[src/rtl/mer_calc_pkg.sv]
// Shared types and constants for the MER dB calculator: FSM states, log2 fraction table,
// dB scaling and saturation constants.
package mer_calc_pkg;

    typedef enum logic [2:0] {
        StIdle,
        StLogErr,
        StLogPwr,
        StScale,
        StOut
    } state_e;

    // log2(1 + i/16) in Q0.8
    localparam logic [7:0] LOG2_LUT [16] = '{
        8'd0,   8'd22,  8'd44,  8'd63,  8'd82,  8'd100, 8'd118, 8'd134,
        8'd150, 8'd165, 8'd179, 8'd193, 8'd207, 8'd220, 8'd232, 8'd244
    };

    localparam int          DB_PER_OCT = 771;  // 10*log10(2) in Q2.8
    localparam int          ROUND      = 512;
    localparam logic [15:0] SAT_MAX    = 16'h7FFF;
    localparam logic [15:0] SAT_MIN    = 16'h8000;

endpackage

[src/rtl/mer_db_calc_log2.sv]
// Sequential fixed-latency log2: 39 normalise cycles then one result cycle, giving
// log2(operand) - shift as signed Q7.8.
module log2_seq
    import mer_calc_pkg::*;
#(
    parameter int unsigned W = 39
) (
    input  logic         CLOCK_50,
    input  logic         reset,
    input  logic         start,
    input  logic [W-1:0] operand,
    input  logic [5:0]   shift,
    output logic         done,
    output logic         zero,
    output logic [15:0]  result
);

    localparam logic [5:0] LAST = 6'(W);

    logic [W-1:0] val_q, val_d;
    logic [5:0]   cnt_q, cnt_d;
    logic [5:0]   it_q, it_d;
    logic         zero_q, zero_d;
    logic         run_q, run_d;
    logic [7:0]   int_part;

    always_comb begin
        val_d  = val_q;
        cnt_d  = cnt_q;
        it_d   = it_q;
        zero_d = zero_q;
        run_d  = run_q;
        if (start) begin
            val_d  = operand;
            cnt_d  = '0;
            it_d   = '0;
            zero_d = (operand == '0);
            run_d  = 1'b1;
        end else if (run_q) begin
            if (it_q == LAST) begin
                run_d = 1'b0;
            end else begin
                it_d = it_q + 6'd1;
                // Iteration count is data-independent; a set MSB simply stops the shifting.
                if (!val_q[W-1]) begin
                    val_d = val_q << 1;
                    cnt_d = cnt_q + 6'd1;
                end
            end
        end
    end

    assign done     = run_q && (it_q == LAST);
    assign zero     = zero_q;
    assign int_part = 8'(W - 1) - {2'b00, cnt_q} - {2'b00, shift};
    assign result   = {int_part, LOG2_LUT[val_q[W-2 -: 4]]};

    always_ff @(posedge CLOCK_50) begin
        if (reset) begin
            val_q  <= '0;
            cnt_q  <= '0;
            it_q   <= '0;
            zero_q <= 1'b0;
            run_q  <= 1'b0;
        end else begin
            val_q  <= val_d;
            cnt_q  <= cnt_d;
            it_q   <= it_d;
            zero_q <= zero_d;
            run_q  <= run_d;
        end
    end

endmodule

[src/rtl/mer_db_calc.sv]
// MER calculator: on each accumulator dump computes 10*log10(P/E) in Q9.6 dB using one
// time-shared sequential log2 unit; result appears 82 cycles after the dump edge.
module mer_db_calc
    import mer_calc_pkg::*;
#(
    parameter int unsigned ERR_W     = 39,
    parameter int unsigned PWR_W     = 18,
    parameter int unsigned ERR_SHIFT = 34,
    parameter int unsigned PWR_SHIFT = 17
) (
    input  logic             CLOCK_50,
    input  logic             reset,
    input  logic             dump,
    input  logic [ERR_W-1:0] sq_err_acc,
    input  logic [PWR_W-1:0] map_power,
    output logic [15:0]      mer_db,
    output logic             mer_valid,
    output logic             busy,
    output logic             err_zero,
    output logic             pwr_zero,
    output logic             overrun
);

    state_e             state_q, state_d;
    logic               dump_q;
    logic [PWR_W-1:0]   pwr_q, pwr_d;
    logic [15:0]        log_e_q, log_e_d;
    logic signed [15:0] diff_q, diff_d;
    logic               zero_e_q, zero_e_d;
    logic               zero_p_q, zero_p_d;
    logic [15:0]        mer_db_q, mer_db_d;
    logic               mer_valid_q, mer_valid_d;
    logic               err_zero_q, err_zero_d;
    logic               pwr_zero_q, pwr_zero_d;
    logic               overrun_q, overrun_d;

    logic               start;
    logic               log_start, log_done, log_zero;
    logic [ERR_W-1:0]   log_op;
    logic [5:0]         log_shift;
    logic [15:0]        log_res;
    logic signed [31:0] product, rounded;

    assign start = dump & ~dump_q;

    log2_seq #(
        .W (ERR_W)
    ) u_log2 (
        .CLOCK_50 (CLOCK_50),
        .reset    (reset),
        .start    (log_start),
        .operand  (log_op),
        .shift    (log_shift),
        .done     (log_done),
        .zero     (log_zero),
        .result   (log_res)
    );

    assign product = 32'(diff_q) * 32'(DB_PER_OCT);
    assign rounded = (product + 32'(ROUND)) >>> 10;

    always_comb begin
        state_d     = state_q;
        pwr_d       = pwr_q;
        log_e_d     = log_e_q;
        diff_d      = diff_q;
        zero_e_d    = zero_e_q;
        zero_p_d    = zero_p_q;
        mer_db_d    = mer_db_q;
        mer_valid_d = 1'b0;
        err_zero_d  = err_zero_q;
        pwr_zero_d  = pwr_zero_q;
        overrun_d   = overrun_q;
        log_start   = 1'b0;
        log_op      = '0;
        log_shift   = '0;

        if (start && (state_q != StIdle)) begin
            overrun_d = 1'b1;
        end

        unique case (state_q)
            StIdle: begin
                // The log unit's operand register doubles as the capture of sq_err_acc.
                if (start) begin
                    log_start = 1'b1;
                    log_op    = sq_err_acc;
                    log_shift = 6'(ERR_SHIFT);
                    pwr_d     = map_power;
                    state_d   = StLogErr;
                end
            end
            StLogErr: begin
                if (log_done) begin
                    log_e_d   = log_res;
                    zero_e_d  = log_zero;
                    log_start = 1'b1;
                    log_op    = ERR_W'(pwr_q);
                    log_shift = 6'(PWR_SHIFT);
                    state_d   = StLogPwr;
                end
            end
            StLogPwr: begin
                if (log_done) begin
                    diff_d   = $signed(log_res) - $signed(log_e_q);
                    zero_p_d = log_zero;
                    state_d  = StScale;
                end
            end
            StScale: begin
                mer_valid_d = 1'b1;
                err_zero_d  = 1'b0;
                pwr_zero_d  = 1'b0;
                if (zero_e_q) begin
                    mer_db_d   = SAT_MAX;
                    err_zero_d = 1'b1;
                end else if (zero_p_q) begin
                    mer_db_d   = SAT_MIN;
                    pwr_zero_d = 1'b1;
                end else if (rounded > 32'sd32767) begin
                    mer_db_d = SAT_MAX;
                end else if (rounded < -32'sd32768) begin
                    mer_db_d = SAT_MIN;
                end else begin
                    mer_db_d = rounded[15:0];
                end
                state_d = StOut;
            end
            StOut: begin
                state_d = StIdle;
            end
            default: begin
                state_d = StIdle;
            end
        endcase
    end

    always_ff @(posedge CLOCK_50) begin
        if (reset) begin
            state_q     <= StIdle;
            dump_q      <= 1'b0;
            pwr_q       <= '0;
            log_e_q     <= '0;
            diff_q      <= '0;
            zero_e_q    <= 1'b0;
            zero_p_q    <= 1'b0;
            mer_db_q    <= '0;
            mer_valid_q <= 1'b0;
            err_zero_q  <= 1'b0;
            pwr_zero_q  <= 1'b0;
            overrun_q   <= 1'b0;
        end else begin
            state_q     <= state_d;
            dump_q      <= dump;
            pwr_q       <= pwr_d;
            log_e_q     <= log_e_d;
            diff_q      <= diff_d;
            zero_e_q    <= zero_e_d;
            zero_p_q    <= zero_p_d;
            mer_db_q    <= mer_db_d;
            mer_valid_q <= mer_valid_d;
            err_zero_q  <= err_zero_d;
            pwr_zero_q  <= pwr_zero_d;
            overrun_q   <= overrun_d;
        end
    end

    assign mer_db    = mer_db_q;
    assign mer_valid = mer_valid_q;
    assign busy      = (state_q != StIdle);
    assign err_zero  = err_zero_q;
    assign pwr_zero  = pwr_zero_q;
    assign overrun   = overrun_q;

endmodule

[config.mk]
export PLATFORM = sky130hd
export DESIGN_NAME = mer_db_calc
export DESIGN_NICKNAME = d
export VERILOG_FILES = /design/src/rtl/mer_calc_pkg.sv /design/src/rtl/mer_db_calc_log2.sv /design/src/rtl/mer_db_calc.sv
export SDC_FILE = /design/constraint.sdc
export NUM_CORES = 1
export LEC_CHECK = 0
export CAP_MARGIN = 15
export CORE_MARGIN = 8
export CORE_UTILIZATION = 60
export CTS_BUF_LIST = sky130_fd_sc_hd__clkbuf_4 sky130_fd_sc_hd__clkbuf_8
export CTS_CLUSTER_SIZE = 28
export DETAILED_ROUTE_END_ITERATION = 12
export GPL_TIMING_DRIVEN = 0
export HOLD_SLACK_MARGIN = 0.03
export PLACE_DENSITY = 0.88
export SLEW_MARGIN = 0
export SYNTH_ARGS = -nofsm -noshare
export SYNTH_HDL_FRONTEND = slang
export SYNTH_SLANG_ARGS = --single-unit
[constraint.sdc]
create_clock -name CLOCK_50 -period 6.2 [get_ports CLOCK_50]
set_input_delay 0.62 -clock CLOCK_50 [delete_from_list [all_inputs] [get_ports CLOCK_50]]
set_output_delay 0.62 -clock CLOCK_50 [all_outputs]
set_load 0.05 [all_outputs]
Yosys cells after proc, flatten, opt, wreduce, memory -nomap -nowiden. Memory sizes are Yosys's and may differ from the RTL's. Cells that the tools add are included.

Memories: 1. Bits in read-only memories: 128. Register bits after elaboration: 129. Input bits: 60. Output and inout port bits: 21.

Reductions and logical operators: 15. $lt $le $gt $ge: 3. Equality and inequality tests: 9. Muxes and demuxes: 30. Add/subtract/negate cells: 6. $mul: 1. Bitwise logic cells: 5.

Memories: (no name shown) (words 16, bits a word 8, read ports 1, clocked after Yosys merged registers in 0, wr ports 0, RTL line mer_db_calc_log2.sv:56) `assign result = {int_part, LOG2_LUT[val_q[W-2 -: 4]]};`.

Operators with widths (count): $mux W39 (5); $pmux W39 S2 (1); $mux W16 (4); $logic_not A39 Y1 (1); $add A27 B11 Y28 const B (1); $mul A16 B11 Y27 const B (1); $gt A18 B16 Y1 const B (1); $lt A18 B16 Y1 const B (1); $mux W18 (1); $mux W8 (2); $sub A16 B16 Y16 (1); $add A6 B1 Y6 const B (2); $pmux W3 S4 (1); $pmux W6 S2 (1); $ne A2 B2 Y1 const B (5); $reduce_and A2 Y1 (5); $mux W1 (9); $mux W3 (3); $reduce_and A3 Y1 (3); $sub A8 B6 Y8 (1); $sub A6 B6 Y7 const A (1); $eq A3 B2 Y1 const B (2); $eq A6 B6 Y1 const B (1); $mux W6 (1); other kinds (12) (15).

Logic depth before layout (Yosys ltp).
Depth after elaboration: 7. Mapped depth: 21.

Cells and area by module. Synthesis repeated with hierarchy kept, for this count alone.

Cell total of the unflattened synthesis: 1067. Area total of the unflattened synthesis: 9095.0 sq um.

Modules (own cells, without submodules): mer_db_calc (instances 1, sequential area each 1521.5 sq um, cells each 687, area an instance 5923.2 sq um); log2_seq (instances 1, sequential area each 1061.0 sq um, cells each 380, area an instance 3171.8 sq um).

Worst setup path after synthesis. OpenSTA, ideal clock, no wires.

Path kind: reg2reg. Start: register diff_q[15]. End: register mer_db_q[10] (netlist: mer_db[10]). Data arrival time: 4439 ps. Clock period less this slack: 4556 ps. Setup slack: 1644 ps. Cell stages (with the launch flop): 16. Required time: 6083 ps. Buffers on the path: 1. Cell sequence: dfxtp_1 > fa_1 > ha_1 > fa_1 > ha_1 > ha_1 > nand2_1 > nor2_1 > and2_1 > a221o_1 > a31oi_1 > mux2_2 > a31o_2 > buf_2 > a22oi_1 > nand2_1.

Cells in the longest elaborated chain, start to end: 7.

Ends and longest elaborated chain: start, declared (RTL line mer_db_calc.sv:28) `logic signed [15:0] diff_q, diff_d;`; start signal, assigned (RTL line mer_db_calc.sv:157) `diff_q <= diff_d;`; $mul A16 B11 Y27 * (RTL line mer_db_calc.sv:59) `assign product = 32'(diff_q) * 32'(DB_PER_OCT);`; $add A27 B11 Y28 * (RTL line mer_db_calc.sv:60) `assign rounded = (product + 32'(ROUND)) >>> 10;`; $lt A18 B16 Y1 (RTL line mer_db_calc.sv:122) `end else if (rounded < -32'sd32768) begin`; $mux W16 (RTL line mer_db_calc.sv:122); $mux W16 * (RTL line mer_db_calc.sv:120) `end else if (rounded > 32'sd32767) begin`; $mux W16 * (RTL line mer_db_calc.sv:117) `end else if (zero_p_q) begin`; $mux W16 * (RTL line mer_db_calc.sv:114) `if (zero_e_q) begin`; end signal, assigned (RTL line mer_db_calc.sv:160) `mer_db_q <= mer_db_d;`; end, declared (RTL line mer_db_calc.sv:31) `logic [15:0] mer_db_q, mer_db_d;`.

Every way passes the cells marked *; elsewhere a longest branch is shown, timed or not. A chain may end at the register's enable or synchronous reset.

Worst setup path in the final report.
Start: register diff_q[15]. End: register mer_db_q[3] (netlist: mer_db[3]).

The elaborated chain is that of the path after synthesis.

==> impl_metrics.py <==
metrics = {
    "power_and_ir_drop": {
        "combPwrFrac_pct": 17.9,
        "internal_power_w": 0.00148,
        "peakVddDrop_mv": 0.204,
        "power.clock.fraction_pct": 39.3,
        "switchingPower_w": 0.000601,
        "seqPwrFrac_pct": 42.8,
        "p_leak_nw": 4.38,
        "p_sw_share_pct": 28.9,
        "cellPowerDensity_nw_per_um2": 209,
    },
    "timing": {
        "hold_viol_final": 0,
        "max_freq_mhz": 193,
        "relSlewSlack_pct": 32.4,
        "tightest_slew_ns": 1.01,
        "period_share_pct": 83.5,
        "setup_violations": 0,
        "slew_violations": 0,
        "setup_tns_ns": 0,
        "fin_skew_ns": 0.0154,
        "period_minus_slack_ns": 5.18,
        "rsz0062_at_grt": "false",
    },
    "synthesis": {
        "synth-edff-count": 0,
        "yosysMostFrequentCell": "nand2_1",
        "synthesis.area_um2": 8470,
        "yosysTopAreaCell": "dfxtp_1",
        "yosysTopAreaCellShare_pct": 30.5,
        "ys_types": 67,
        "synthFlopType": "dfxtp_1",
        "synthTopCellsByCount": "nand2_1, dfxtp_1, ha_1",
        "syn_avg_cell_area_um2": 8.37,
        "synth_cells": 1011,
        "yosysWarnings": 0,
        "ys_ff_latch": 129,
        "synthArstFlopShare_pct": 0,
        "syn-num-nets": 1203,
        "ys_seq_area_share_pct": 30.5,
        "netlist_top_cells_area": "dfxtp_1, ha_1, nand2_1, fa_1, a21oi_1",
    },
    "drt": {
        "drt_iter0_drc": 545,
        "final_antenna_net_count": 0,
        "dr.pass1.iters": 6,
        "via_per_inst": 5.89,
        "routed-via-count": 7665,
        "drc": 0,
        "wl_mm": 21.3,
        "wl_per_cell_um": 16.3,
    },
    "floorplan": {
        "dieArea_um2": 18200,
        "io_pins": 81,
        "die_h_um": 135,
        "die_x_um": 135,
        "design.core.area_um2": 13800,
        "start_util_pct": 61.2,
        "placementRows": 43,
    },
    "placement": {
        "place_inst": 1270,
        "finalWeightedCongestion": 0.930,
        "hpwl_mm": 16.3,
        "io_buffers": 79,
    },
    "worst_setup_path": {
        "crit_type": "reg -> reg",
        "crit-reg2reg-capture": "mer_db[3]$_SDFFE_PP0P_",
        "reg2reg_slack_ns": 1.02,
        "worstPathMaxFanout": 14,
        "start_kind": "flip-flop",
        "r2r_start": "diff_q[15]$_SDFFE_PP0P_",
        "crit_required_ns": 6.54,
        "reg2reg_depth": 15,
        "worstPathArrival_ns": 5.52,
        "critPathCaptureType": "flip-flop",
    },
    "layout": {
        "drive_above_1_share_pct": 5.08,
        "antenna_cells": 0,
        "syn_to_final_growth_pct": 17.3,
        "fillers": 1021,
        "stdcell_count": 1302,
        "nNetsFinal": 1301,
    },
    "global_routing": {
        "first_global_vias": 7786,
        "grt_overflow": 0,
        "antenna_found_initial": 0,
        "grtUsageTotal_pct": 23.9,
        "grt_start_max_net_pins": 17,
        "grt_first_pass_wirelength_mm": 35.4,
    },
    "job": {
        "drv_cap": 0,
    },
    "clock_network": {
        "cts_resized": 0,
        "max-clock-path-buffers": 2,
        "path_clk_slew_ns": 0.08,
        "cts_tree": "built",
        "cts_buffers": 17,
        "cts_post_setup_buffers_inserted": 0,
        "h-tree-depth": 4,
        "cts_hold_buf": 0,
        "clock-sinks": 129,
        "clk_latency_ns": 0.46,
        "root_buffer": "clkbuf_8",
    },
    "run_status": {
        "outcome": "finished, final reports clean",
    },
    "min_path": {
        "min_path_type": "reg -> reg",
        "holdPathStages": 2,
        "min_to": "log_e_q[13]$_SDFFE_PP0P_",
        "worstHoldStart": "log_e_q[13]$_SDFFE_PP0P_",
    },
}
## power groups by stage
| stage | clock network, W | logic, W | registers (W) |
|---|---|---|---|
| 6_report | 0.000817 | 0.000373 | 0.000890 |
| 3_5_place_dp | 0 | 0.000364 | 0.000908 |
| 5_1_grt | 0.000862 | 0.000410 | 0.000894 |
| 3_3_place_gp | 0 | 0.000353 | 0.000907 |
| 4_1_cts | 0.000820 | 0.000368 | 0.000889 |
| 2_1_floorplan | 0 | 0.000256 | 0.000902 |
## worst max-delay path by stage
| stage | startpoint | endpoint | slack (ns) |
|---|---|---|---|
| 2_1_floorplan | diff_q[15]$_SDFFE_PP0P_ | mer_db[10]$_SDFFE_PP0P_ | 1.64 |
| 3_3_place_gp | diff_q[15]$_SDFFE_PP0P_ | mer_db[8]$_SDFFE_PP0P_ | 1.32 |
| 3_5_place_dp | diff_q[15]$_SDFFE_PP0P_ | mer_db[3]$_SDFFE_PP0P_ | 1.16 |
| 4_1_cts | diff_q[15]$_SDFFE_PP0P_ | mer_db[3]$_SDFFE_PP0P_ | 1.08 |
| 5_1_grt | diff_q[15]$_SDFFE_PP0P_ | mer_db[3]$_SDFFE_PP0P_ | 0.77 |
| 6_report | diff_q[15]$_SDFFE_PP0P_ | mer_db[3]$_SDFFE_PP0P_ | 1.02 |
## metrics by stage
stage | utilization (%) | hold WS [ns] | instance area, µm² | worst slack (ns) | power [W]
5_1_grt | 71.8 | 0.477 | 9930 | 0.772 | 0.00217
3_5_place_dp | 68.6 | 0.448 | 9480 | 1.16 | 0.00127
2_1_floorplan | - | 0.436 | 8470 | 1.64 | 0.00116
6_report | 71.8 | 0.458 | 9930 | 1.02 | 0.00208
4_1_cts | 71.8 | 0.459 | 9930 | 1.08 | 0.00208
3_3_place_gp | 68.6 | 0.443 | 9480 | 1.32 | 0.00126
## routing by layer
metal	global-route usage (%)	part of all wire, %	wire length [µm]
met3	5.13	5.5	1170
met5	0	0	0
met4	13.6	4.1	881
met2	41.9	50	10700
met1	26.1	40	8560
## registers in the layout, indices dropped and copies added (netlist names)
name          flops
zero_p_q          1
u_log2.cnt_q      6
overrun           1
mer_db           16
pwr_zero          1
log_e_q          16
diff_q           16
u_log2.zero       1
u_log2.run_q      1
mer_valid         1
pwr_q            18
zero_e_q          1
state_q           3
err_zero          1
u_log2.val_q     39
u_log2.it_q       6
dump_q            1
## cell type report
| class | count | area [µm²] | area share (%) |
|---|---|---|---|
| multi-input cells | 754 | 5390 | 54.2 |
| well taps | 180 | 225 | 2.27 |
| repair buffers | 79 | 791 | 7.96 |
| inverters | 82 | 308 | 3.10 |
| plain buffers | 46 | 191 | 1.93 |
| clock buffers | 18 | 248 | 2.49 |
| clock inverters | 14 | 201 | 2.03 |
| flip-flops and latches | 129 | 2580 | 26.0 |
## critical path: stages, from the launching register on
cell	delay [ns]
dfxtp_1	0.89
fa_1	0.59
ha_1	0.34
fa_1	0.47
ha_1	0.32
ha_1	0.35
nand2_1	0.08
nor2_1	0.05
and2_1	0.18
a221o_1	0.33
a31oi_1	0.31
mux2_2	0.41
a31o_2	0.28
buf_2	0.20
a22oi_1	0.18
nand2_1	0.07
## cells in the final DEF (no fill, tap or decap), types with 5 or more instances in the layout
master / count
nor3_1: 29
nand3b_1: 5
buf_2: 6
or3_1: 12
xor2_1: 20
clkdlybuf4s50_1: 79
a31oi_1: 5
dfxtp_1: 129
o21ai_0: 14
a22oi_1: 20
a21oi_1: 80
nand2b_1: 7
nor4_1: 10
a21o_1: 13
nand3_1: 13
and2_1: 5
nor2_1: 89
a211oi_1: 15
a221oi_1: 32
ha_1: 107
fa_1: 25
nor2b_1: 5
nand4_1: 10
a311oi_1: 5
and3_1: 5
nand2_1: 149
xnor2_1: 30
clkbuf_1: 36
clkbuf_8: 18
inv_1: 81
## cells by family (layout without fill, tap and decap cells)
kind of cell / count (synthesis) / count (layout) / synth area share, %
xor+xnor: 50 / 50 / 5.17
buf+inv: 128 / 239 / 5.90
compound gates: 218 / 218 / 17.7
flops: 129 / 129 / 30.5
mux: 5 / 5 / 0.635
simple gates: 349 / 349 / 18.4
fa+ha+maj: 132 / 132 / 21.7
No activity file was read; power rests on OpenSTA's default activity.
